**config.mk**
```make
export PLATFORM = sky130hd
export DESIGN_NAME = output_fifo
export DESIGN_NICKNAME = d
export VERILOG_FILES = /design/src/rtl/output_fifo.sv
export SDC_FILE = /design/constraint.sdc
export NUM_CORES = 1
export LEC_CHECK = 0
export CAP_MARGIN = 5
export CORE_AREA = 2 2 216 218
export CTS_CLUSTER_SIZE = 14
export DETAILED_ROUTE_END_ITERATION = 12
export DIE_AREA = 0 0 218 220
export PLACE_DENSITY = 0.74
export SYNTH_ARGS = -nofsm -noshare
export SYNTH_HDL_FRONTEND = slang
export SYNTH_SLANG_ARGS = --single-unit
```
**constraint.sdc**
```tcl
create_clock -name clk -period 10.2 [get_ports clk]
set_input_delay 2.04 -clock clk [delete_from_list [all_inputs] [get_ports clk]]
set_output_delay 2.04 -clock clk [all_outputs]
set_load 0.05 [all_outputs]
```
**src/rtl/output_fifo.sv**
```systemverilog
// Output FIFO: buffers 128-bit encrypted blocks and serialises the head block as 32-bit words, MSW first.
// Optional sticky overflow flag is built when OUTPUT_FIFO_OVERFLOW_EN is defined.
module output_fifo #(
   parameter int DEPTH = 4
) (
   input  logic                   clk,
   input  logic                   n_rst,
   input  logic [127:0]           process_out_data,
   input  logic                   data_out_load,
   output logic                   fifo_full,
   output logic                   fifo_empty,
   output logic [31:0]            word_out,
   output logic                   word_valid,
   input  logic                   word_ready,
   output logic [$clog2(DEPTH):0] block_count
`ifdef OUTPUT_FIFO_OVERFLOW_EN
   ,
   output logic                   overflow
`endif
);
   localparam int AW = $clog2(DEPTH);
   localparam int CW = AW + 1;
   localparam logic [AW-1:0] PTR_ONE  = AW'(1);
   localparam logic [CW-1:0] CNT_ONE  = CW'(1);
   localparam logic [CW-1:0] CNT_FULL = CW'(DEPTH);

   logic [127:0]  mem [DEPTH];
   logic [127:0]  head;
   logic [AW-1:0] wr_ptr;
   logic [AW-1:0] rd_ptr;
   logic [CW-1:0] count;
   logic [1:0]    word_idx;
   logic          push;
   logic          xfer;
   logic          pop;

   assign fifo_full   = (count == CNT_FULL);
   assign fifo_empty  = (count == '0);
   assign word_valid  = ~fifo_empty;
   assign block_count = count;

   assign push = data_out_load & ~fifo_full;
   assign xfer = word_valid & word_ready;
   assign pop  = xfer & (word_idx == 2'd3);
   assign head = mem[rd_ptr];

   // Storage is deliberately left out of reset; the count gates everything that reads it.
   always_ff @(posedge clk) begin
      if (push) mem[wr_ptr] <= process_out_data;
   end

   always_ff @(posedge clk or negedge n_rst) begin
      if (!n_rst) begin
         wr_ptr   <= '0;
         rd_ptr   <= '0;
         count    <= '0;
         word_idx <= 2'd0;
      end else begin
         if (push) wr_ptr <= wr_ptr + PTR_ONE;
         if (pop)  rd_ptr <= rd_ptr + PTR_ONE;
         if (xfer) word_idx <= word_idx + 2'd1;
         if (push && !pop)      count <= count + CNT_ONE;
         else if (pop && !push) count <= count - CNT_ONE;
      end
   end

   always_comb begin
      word_out = 32'd0;
      if (word_valid) begin
         case (word_idx)
            2'd0: word_out = head[127:96];
            2'd1: word_out = head[95:64];
            2'd2: word_out = head[63:32];
            2'd3: word_out = head[31:0];
         endcase
      end
   end

`ifdef OUTPUT_FIFO_OVERFLOW_EN
   always_ff @(posedge clk or negedge n_rst) begin
      if (!n_rst)                          overflow <= 1'b0;
      else if (data_out_load && fifo_full) overflow <= 1'b1;
   end
`endif

endmodule

```
Word-level counts from Yosys, hierarchy flattened
Memory sizes are Yosys's and may differ from the RTL's. Cells that the tools add are included.

$add $sub $neg: 5. Eq/ne operators: 4. Muxes and demuxes: 6. Bitwise logic cells: 5. Reductions and logical operators: 7.

Operators by type and width (number): $pmux 32 s4 (1); $mux 32 (1); $add 2x1->2 const B (3); $mux 3 (2); $eq 2x2->1 const B (2); $add 3x1->3 const B (1); $and 1x1->1 (3); $eq 3x3->1 const B (1); $logic_not 3->1 (1); $sub 3x1->3 const B (1); $eq 2x1->1 const B (1); $logic_and 1x1->1 (2); $logic_not 1->1 (2); $logic_not 2->1 (1); $mux 1 (2); $not 1->1 (2); $reduce_bool 2->1 (1).

Bits in registers: 9. Memory bits (writable): 512. Word-level logic and storage cells: 32. Memories: 1.

Memory list: mem (depth 4, width 128, rd ports 1, clocked after Yosys merged registers in 0, write ports 1, RTL line 27) `logic [127:0] mem [DEPTH];`.

Longest topological paths before layout
Depth after elaboration: 7. Depth in mapped cells: 9.

Worst setup path before layout
Ideal clock, no wire load.

Path type: input port to flip-flop. Start: in data_out_load. End: mem mem[0][0], enable pin. Setup time: 0.502 ns. Arrival: 5.367 ns. Data required time: 9.698 ns. Slack: 4.331 ns. Stages: 3. Path buffers: 1. Cell sequence: nor2b_1 -> clkbuf_1 -> and2_1.

Longest elaborated chain between the ends: 3.

Ends and longest elaborated chain: from (decl) (RTL line 9) `input logic data_out_load,`; $and 1x1->1 (RTL line 42) `assign push = data_out_load & ~fifo_full;`; named net push (RTL line 33) `logic push;`; $mux 1 (RTL line 49) `if (push) mem[wr_ptr] <= process_out_data;`; $mux 1 (implied by the code) (RTL line 49); to (decl) (RTL line 27).

The timed path passes the listed nets, and every way through them passes these cells.

Final worst setup path
Start: reg rd_ptr[0]. End: out word_out[22].

Longest elaborated chain between the ends: 3.

Ends and longest elaborated chain: from (decl) (RTL line 30) `logic [AW-1:0] rd_ptr;`; from (signal assigned) (RTL line 60) `if (pop) rd_ptr <= rd_ptr + PTR_ONE;`; $mem_v2 4x128; $pmux 32 s4 (RTL line 70) `case (word_idx)`; $mux 32 (RTL line 69) `if (word_valid) begin`; to (decl) (RTL line 12) `output logic [31:0] word_out,`.

No other way between the ends.

==> results_dict.tcl <==
set metrics [dict create \
    ys.flop_type "edfxtp_1" \
    vias_per_cell 5.552 \
    drive_gt1_share_pct 12.31 \
    syn_avg_cell_area_um2 18.35 \
    route.detailed.drc 0 \
    core_area_um2 45860 \
    drtIter0Drc 961 \
    final_cell_mix "edfxtp_1, clkdlybuf4s50_1, mux2i_1" \
    start_util_pct 44.42 \
    synth_top_area_cell "edfxtp_1" \
    synth_edf_count 512 \
    drtPass1Iterations 5 \
    finalCritPeriodShare_pct 68.03 \
    rsz0062_at_grt "false" \
    synth_top_area_share_pct 75.47 \
    layout.nets 1423 \
    cts_hold_buf 0 \
    fin_ws_ns 3.260 \
    cts_setup_buffers 0 \
    htreeDepth 2 \
    endpoint_kind "output port" \
    dp_slack_ns 4.012 \
    num_vias 10690 \
    r2r_slack_ns 6.70 \
    hold_slack_ns 0.5299 \
    wl_per_cell_um 22.83 \
    reg2reg_to "mem[1][15]" \
    synth-async-reset-ratio_pct 1.727 \
    synth_warnings 0 \
    hp-class "register to register" \
    p_total_mw 7.589 \
    cts_made_buffers 52 \
    antenna_found_initial 5 \
    synth-seq-area-share_pct 76.58 \
    area_growth_pct 18.48 \
    hold_viol 0 \
    clk_pin_slew_worst_paths_ns 0.06 \
    postSynthCellCount 1110 \
    syn-num-nets 1252 \
    synth-seq-cells 521 \
    fin_tns_setup_ns 0 \
    reg2reg_from "block_count[2]" \
    die_x_um 218 \
    startpoint "rd_ptr[0]" \
    cts_tree "yes" \
    critical_path_class "register to output port" \
    crit_end "word_out[22]" \
    row_count 79 \
    max_freq_mhz 144.1 \
    grt_pass1_vias 11010 \
    place_hpwl_um 24910 \
    finalWorstPathRequiredPeriod_ns 6.940 \
    setup_violations 0 \
    start_kind "register" \
    grt_max_degree 120 \
    clockRootBuffer "clkbuf_16" \
    wirelength_um 43970 \
    ir_worst_vdd_v 0.0002438 \
    dieHeight_um 220 \
    post_cts_resized 0 \
    final_common_cell "edfxtp_1" \
    grt_pass1_wl_um 65260 \
    gp_congestion 0.7535 \
    synth.area.top_cells "edfxtp_1, mux2i_1, mux4_2" \
    whs_path_depth 1 \
    netlist_area_um2 20370 \
    ant_nets 0 \
    skew_ns 0.01751 \
    cp.required_ns 8.16 \
    num_io_pins 170 \
    clk_latency_ns 0.60 \
    groute.usage.overall_pct 18.28 \
    yosysUniqueCellTypes 36 \
    ctsLongestPathBuffers 3 \
    maxCapViolCount 0 \
    ff2ff_path_depth 5 \
    dieArea_um2 47960 \
    status "finished, final reports clean" \
    powerDensity_nw_per_um2 314.4 \
    worstMarginPinSlew_ns 1.098 \
    cp.arrival_ns 4.90 \
    p_leak_nw 8.024 \
    clkSinkCount 521 \
    crit_path_max_fanout 119 \
    io_buffers 169 \
    grt.overflow.total 0 \
    finalMaxSlewViolations 0 \
    max_slew_margin_pct 26.79 \
]
-- metrics by stage --
step	instance area [um^2]	utilization, %	instances
2_1_floorplan	20370	-	1110
3_3_place_gp	22580	49.24	1834
3_5_place_dp	22580	49.24	1834
4_1_cts	24130	52.61	1923
5_1_grt	24130	52.62	1924
6_report	24140	52.63	1926
-- cell usage after synthesis, types with 2 or more instances --
cell	n
mux2_2	2
nor2b_1	2
buf_4	15
a21oi_1	63
inv_1	7
xnor2_1	5
o21ai_0	66
edfxtp_1	512
buf_6	8
mux4_2	34
nand2_1	6
mux2i_1	154
and2_1	4
nor2_1	62
clkbuf_1	21
xor2_1	2
buf_2	22
nand3_1	33
dfrtp_1	9
nand4_1	2
o22ai_1	30
a2111oi_2	29
ha_1	9
-- flip-flops by register name (all words and copies together) (netlist names) --
register and cells:
block_count 3, mem 512, rd_ptr 2, word_idx 2, wr_ptr 2
-- report_power, final --
part / switching (mW) / leakage (nW) / internal (mW) / total (mW)
Clock: 0.766 / 0.762 / 0.983 / 1.75
Sequential: 0.189 / 4.79 / 2.83 / 3.02
Combinational: 1.83 / 2.47 / 0.993 / 2.82
-- worst min path at each step --
stage | from | end | slack [ns]
5_1_grt | block_count[2] | block_count[2] | 0.55
4_1_cts | block_count[2] | block_count[2] | 0.53
2_1_floorplan | word_idx[0] | word_idx[0] | 0.50
3_5_place_dp | block_count[2] | block_count[2] | 0.51
6_report | block_count[2] | block_count[2] | 0.53
3_3_place_gp | block_count[2] | block_count[2] | 0.51
-- worst max-delay path: stages (launching register included) --
cell	delay, ns
dfrtp_4	0.93
buf_12	0.49
nand2_2	0.81
o22ai_1	0.51
a2111oi_2	0.09
a21oi_1	0.24
clkdlybuf4s50_1	0.86
-- area by class of cell --
| type | count | area [um^2] |
|---|---|---|
| Antenna cell | 3 | 7.507 |
| Clock buffer | 61 | 1335 |
| Clock inverter | 28 | 212.7 |
| Fill cell | 3627 | 21730 |
| Inverter | 7 | 26.28 |
| Multi-Input combinational cell | 516 | 4379 |
| Sequential cell | 521 | 15610 |
| Tap cell | 607 | 759.5 |
| Timing Repair Buffer | 183 | 1809 |
-- layer usage --
layer,vias to the layer above,wire [um],global-route usage (%)
li1,4795,-,-
met1,5415,17960,23.90
met2,400,21710,30.31
met3,78,3295,4.444
met4,6,960,5.669
met5,-,41,0
-- kinds of logic after synthesis --
kind of cell	after synthesis	synth area share, %
mux	190	11.44
flops	521	76.58
simple gates	115	2.518
buf+inv	73	2.051
fa+ha+maj	10	0.6510
xor+xnor	7	0.3010
compound gates	194	6.467
(Power assumes the default switching activity.)
